[src/rtl/timer_ctrl_pkg.sv]
// Shared state encoding and sizing helpers for the timer control stage.
package timer_ctrl_pkg;

    typedef enum logic [2:0] {
        ST_IDLE  = 3'd0,
        ST_CLEAR = 3'd1,
        ST_START = 3'd2,
        ST_RUN   = 3'd3,
        ST_ABORT = 3'd4
    } state_t;

    function automatic int unsigned presc_width(input int unsigned prescale);
        return $clog2(prescale) + 1;
    endfunction

endpackage

[src/rtl/tick_div.sv]
// Prescaler: one o_tick every PRESCALE clocks while i_run is high, parked at 0 otherwise.
module tick_div
    import timer_ctrl_pkg::*;
#(
    parameter int unsigned PRESCALE = 1
) (
    input  logic i_clk,
    input  logic i_rst_n,
    input  logic i_run,
    output logic o_tick
);

    localparam int unsigned CW = presc_width(PRESCALE);
    localparam logic [CW-1:0] LAST = CW'(PRESCALE - 1);

    logic [CW-1:0] cnt;

    always_ff @(posedge i_clk or negedge i_rst_n) begin
        if (!i_rst_n) begin
            cnt <= '0;
        end else if (!i_run || cnt == LAST) begin
            cnt <= '0;
        end else begin
            cnt <= cnt + CW'(1);
        end
    end

    assign o_tick = i_run && (cnt == LAST);

endmodule

[src/rtl/timer_ctrl.sv]
// Sequencer driving a one-shot counter: clear/start/enable generation, expiry counting and IRQ.
module timer_ctrl
    import timer_ctrl_pkg::*;
#(
    parameter int unsigned PRESCALE = 1,
    parameter int unsigned NEXP_W   = 8
) (
    input  logic              i_clk,
    input  logic              i_rst_n,
    input  logic              i_go,
    input  logic              i_stop,
    input  logic              i_periodic,
    input  logic              i_irq_ack,
    input  logic              i_expired,
    output logic              o_cnt_en,
    output logic              o_cnt_start,
    output logic              o_cnt_clr,
    output logic              o_busy,
    output logic              o_irq,
    output logic              o_overrun,
    output logic [NEXP_W-1:0] o_exp_cnt
);

    state_t state, state_nx;
    logic   mode;
    logic   tick;
    logic   run;
    logic   go_acc;
    logic   expiry;

    assign run    = (state == ST_START) || (state == ST_RUN);
    assign go_acc = (state == ST_IDLE) && i_go && !i_stop;
    // Stale counter line is masked outside RUN so it never counts.
    assign expiry = (state == ST_RUN) && i_expired;

    tick_div #(
        .PRESCALE(PRESCALE)
    ) u_tick_div (
        .i_clk  (i_clk),
        .i_rst_n(i_rst_n),
        .i_run  (run),
        .o_tick (tick)
    );

    always_ff @(posedge i_clk or negedge i_rst_n) begin
        if (!i_rst_n) begin
            state <= ST_IDLE;
        end else begin
            state <= state_nx;
        end
    end

    always_comb begin
        state_nx = state;
        case (state)
            ST_IDLE:  if (go_acc) state_nx = ST_CLEAR;
            ST_CLEAR: state_nx = i_stop ? ST_ABORT : ST_START;
            ST_START: begin
                if (i_stop)    state_nx = ST_ABORT;
                else if (tick) state_nx = ST_RUN;
            end
            ST_RUN: begin
                if (i_stop)      state_nx = ST_ABORT;
                else if (expiry) state_nx = mode ? ST_CLEAR : ST_ABORT;
            end
            ST_ABORT: state_nx = ST_IDLE;
            default:  state_nx = ST_IDLE;
        endcase
    end

    always_ff @(posedge i_clk or negedge i_rst_n) begin
        if (!i_rst_n) begin
            mode      <= 1'b0;
            o_irq     <= 1'b0;
            o_overrun <= 1'b0;
            o_exp_cnt <= '0;
        end else begin
            if (go_acc) begin
                mode <= i_periodic;
            end

            if (go_acc) begin
                o_exp_cnt <= '0;
            end else if (expiry && o_exp_cnt != '1) begin
                o_exp_cnt <= o_exp_cnt + NEXP_W'(1);
            end

            // A new expiry outranks an acknowledge arriving in the same cycle.
            if (expiry) begin
                o_irq <= 1'b1;
            end else if (i_irq_ack) begin
                o_irq <= 1'b0;
            end

            if (go_acc) begin
                o_overrun <= 1'b0;
            end else if (expiry && o_irq && !i_irq_ack) begin
                o_overrun <= 1'b1;
            end
        end
    end

    assign o_cnt_en    = tick;
    assign o_cnt_start = (state == ST_START);
    assign o_cnt_clr   = (state == ST_CLEAR) || (state == ST_ABORT);
    assign o_busy      = (state != ST_IDLE);

endmodule

[config.mk]
export PLATFORM = sky130hd
export DESIGN_NAME = timer_ctrl
export DESIGN_NICKNAME = d
export VERILOG_FILES = /design/src/rtl/timer_ctrl_pkg.sv /design/src/rtl/tick_div.sv /design/src/rtl/timer_ctrl.sv
export SDC_FILE = /design/constraint.sdc
export NUM_CORES = 1
export LEC_CHECK = 0
export ABC_AREA = 1
export CAP_MARGIN = 10
export CORE_MARGIN = 2
export CORE_UTILIZATION = 52
export DETAILED_ROUTE_END_ITERATION = 8
export GPL_ROUTABILITY_DRIVEN = 0
export PLACE_DENSITY_LB_ADDON = 0.05
export SYNTH_ARGS = -nofsm -noshare
export SYNTH_HDL_FRONTEND = slang
export SYNTH_SLANG_ARGS = --single-unit
[constraint.sdc]
create_clock -name i_clk -period 3.2 [get_ports i_clk]
set_clock_uncertainty 0.15 [all_clocks]
set_input_delay 0.32 -clock i_clk [delete_from_list [all_inputs] [get_ports i_clk]]
set_output_delay 0.32 -clock i_clk [all_outputs]
set_load 0.01 [all_outputs]
==> reports/qor.csv <==
metric,value,unit
"setup slack, reg-to-reg",1.60,ns
clock transition at the registers of the reported paths,0.10,ns
# port buffers,20,
initial antenna violation count,0,
Synth Net Count,134,
Resize count post-CTS,0,
crit path DAT,1.65,ns
RSZ-0062 raised after global routing,no,
Clock Sinks,15,
worst vdd ir,0.499,mV
min Tclk post-route,2.12,ns
sw power,0.262,mW
cells after synthesis,126,
crit path cell chain,nor2_1 > nand2_1 > nand2_1 > clkdlybuf4s50_1,
DRT iter0 DRCs,20,
CP bufs+invs,1,
"Clk Latency, worst-skew pair",0.29,ns
endpoints failing hold,0,
setup bufs post-CTS,0,
outcome,"complete, no violations",
Crit Path Class,register to output port,
fmax,471,MHz
IO Pins,21,
WL/cell,11.1,um
DRT Pass-1 Iters,4,
Yosys warning count,0,
share of layout cells above drive strength 1,7.43,%
Initial Utilization,57.2,%
die area,2060,um^2
Logic pwr share,42.5,%
"Slew Viols, Final",0,
final wirelength,1.82,mm
Post-DP HPWL,1.37,mm
Leak,0.556,nW
first-pass GRT wire length,3.02,mm
cell family with most CP delay,buffers and inverters,
setup TNS,0,ns
Die Y,45.4,um
synth unique cells,23,
max incr delay on CP,0.53,ns
CTS H-Tree Depth,1,
register bit total from synthesis,15,
CTS Hold Bufs,0,
Core Rows,14,
CTS tree,built,
Overall Global Routing Usage,20.2,%
die width,45.4,um
WP data required,2.73,ns
Hold Path Class,primary input to asynchronous set/reset pin,
Max Root-Sink Buffers,2,
worst slew pin tran,0.686,ns
Crit Path Max Fanout,7,
CP dominant cell by count,nand2_1,
Syn Std Cell Area,892,um^2
top post-synthesis cells by area,"dfrtp_1 (42%), nand2_1 (14%), nand3_1 (10%)",
Worst setup SP type,register,
setup violators final,0,
register area share after synthesis,42.1,%
Core Box Area,1560,um^2
P_int,0.391,mW
largest net degree at the start of global routing,16,
Flop pwr share,40.2,%
via count of the routed design,847,
area growth from synthesis to layout,25.7,%
Min Hold Slack,0.290,ns
maxcap violations,0,
post-synth top area cell,dfrtp_1,
Slowest cell on crit path,clkdlybuf4s50_1,
clock power share,17.2,%
P per Cell Area,583,nW/um^2
number of nets with antenna violations after routing,0,
vias in the first global route,751,
Avg Inst Size Synth,7.08,um^2
GRT Residual Overflow,0,
Worst Setup End Kind,output port,
fin crit share,66.4,%
Nets,157,
Layout Utilization,71.9,%
sw frac,40.1,%
Via density,5.16,
post-synth top area share,42.1,%
Inserted Diodes,0,
drt drc,0,
CTS Root Cell,clkbuf_4,
total CTS buffers,3,
Slew HR,54.1,%
metal layers:
layer | global-route usage [%] | vias up | wire, um
met3 | 2.38 | 4 | 78
li1 | - | 438 | -
met4 | 7.06 | 0 | 19
met1 | 27.7 | 382 | 881
met2 | 33.0 | 23 | 839
met5 | 0 | - | 0
cell families (layout without fill, tap and decap cells):
family          count (synthesis)  after routing  share of synthesized area (%)
compound gates                 10             10                           6.31
simple gates                   77             77                           38.2
flops                          15             15                           42.1
other cells                     1              1                          0.420
fa+ha+maj                       1              1                           1.40
xor+xnor                        2              2                           1.96
buf+inv                        20             42                           9.68
power by group through the flow:
stage	logic (mW)	clock network (mW)	registers, mW
floorplan	0.161	0	0.263
global placement	0.270	0	0.265
detailed placement	0.275	0	0.266
CTS	0.277	0.115	0.262
global route	0.310	0.120	0.267
finish	0.278	0.113	0.263
final cells by class:
cell class              instances  area, um^2
fillers                       133         438
multi-input cells              91         430
flip-flops and latches         15         375
repair buffers                 20         200
inverters                      18        67.6
clock buffers                   3        22.5
well taps                      16        20.0
clock inverters                 1        5.00
registers in the layout, summed over array words and instances (netlist names):
register / count
mode: 1
o_exp_cnt: 8
o_irq: 1
o_overrun: 1
state: 3
u_tick_div.cnt: 1
metrics by stage:
| stage | worst slack, ns | cell area (um^2) | total power, mW | std cells |
|---|---|---|---|---|
| after floorplan | 1.74 | 892 | 0.424 | 126 |
| after global placement | 1.42 | 1090 | 0.535 | 160 |
| after detailed placement | 1.38 | 1090 | 0.541 | 160 |
| after CTS | 1.08 | 1120 | 0.653 | 164 |
| after global routing | 0.993 | 1120 | 0.697 | 164 |
| final | 1.08 | 1120 | 0.654 | 164 |
Yosys cell counts (all sizes together):
master  number
nand3       19
nor2        22
dfrtp       15
xnor2        1
xor2         1
nand2       35
buf          2
ha           1
o21ai        8
inv         18
o21a         1
a21oi        1
conb         1
nand4        1
worst paths after layout:
check / from / end / depth (start not counted)
min in group i_clk: o_irq / o_irq / 2
min: i_rst_n / o_exp_cnt[6] / 1
max reg2reg: o_exp_cnt[0] / o_exp_cnt[7] / 8
min reg2reg: o_irq / o_irq / 2
max in group asynchronous: i_rst_n / mode / 1
max: state[0] / o_cnt_clr / 4
worst reg2reg max path, delay by kind of cell (launching register included):
family | cells | cell delay, ns
adder cells (fa/ha/maj) | 1 | 0.24
buffers and inverters | 1 | 0.12
flip-flops | 1 | 0.42
AND/OR/NAND/NOR | 6 | 0.57
layout by cell type (no fill, tap or decap), types with 3 or more instances in the layout:
cell             netlist  routed
o21ai_1                4       4
nor2_1                20      20
dfrtp_1               15      15
clkbuf_4               0       3
o21ai_0                3       3
nand3_1               18      18
nand2_1               33      33
clkdlybuf4s50_1        0      20
inv_1                 17      17
No activity file was read; power rests on OpenSTA's default activity.
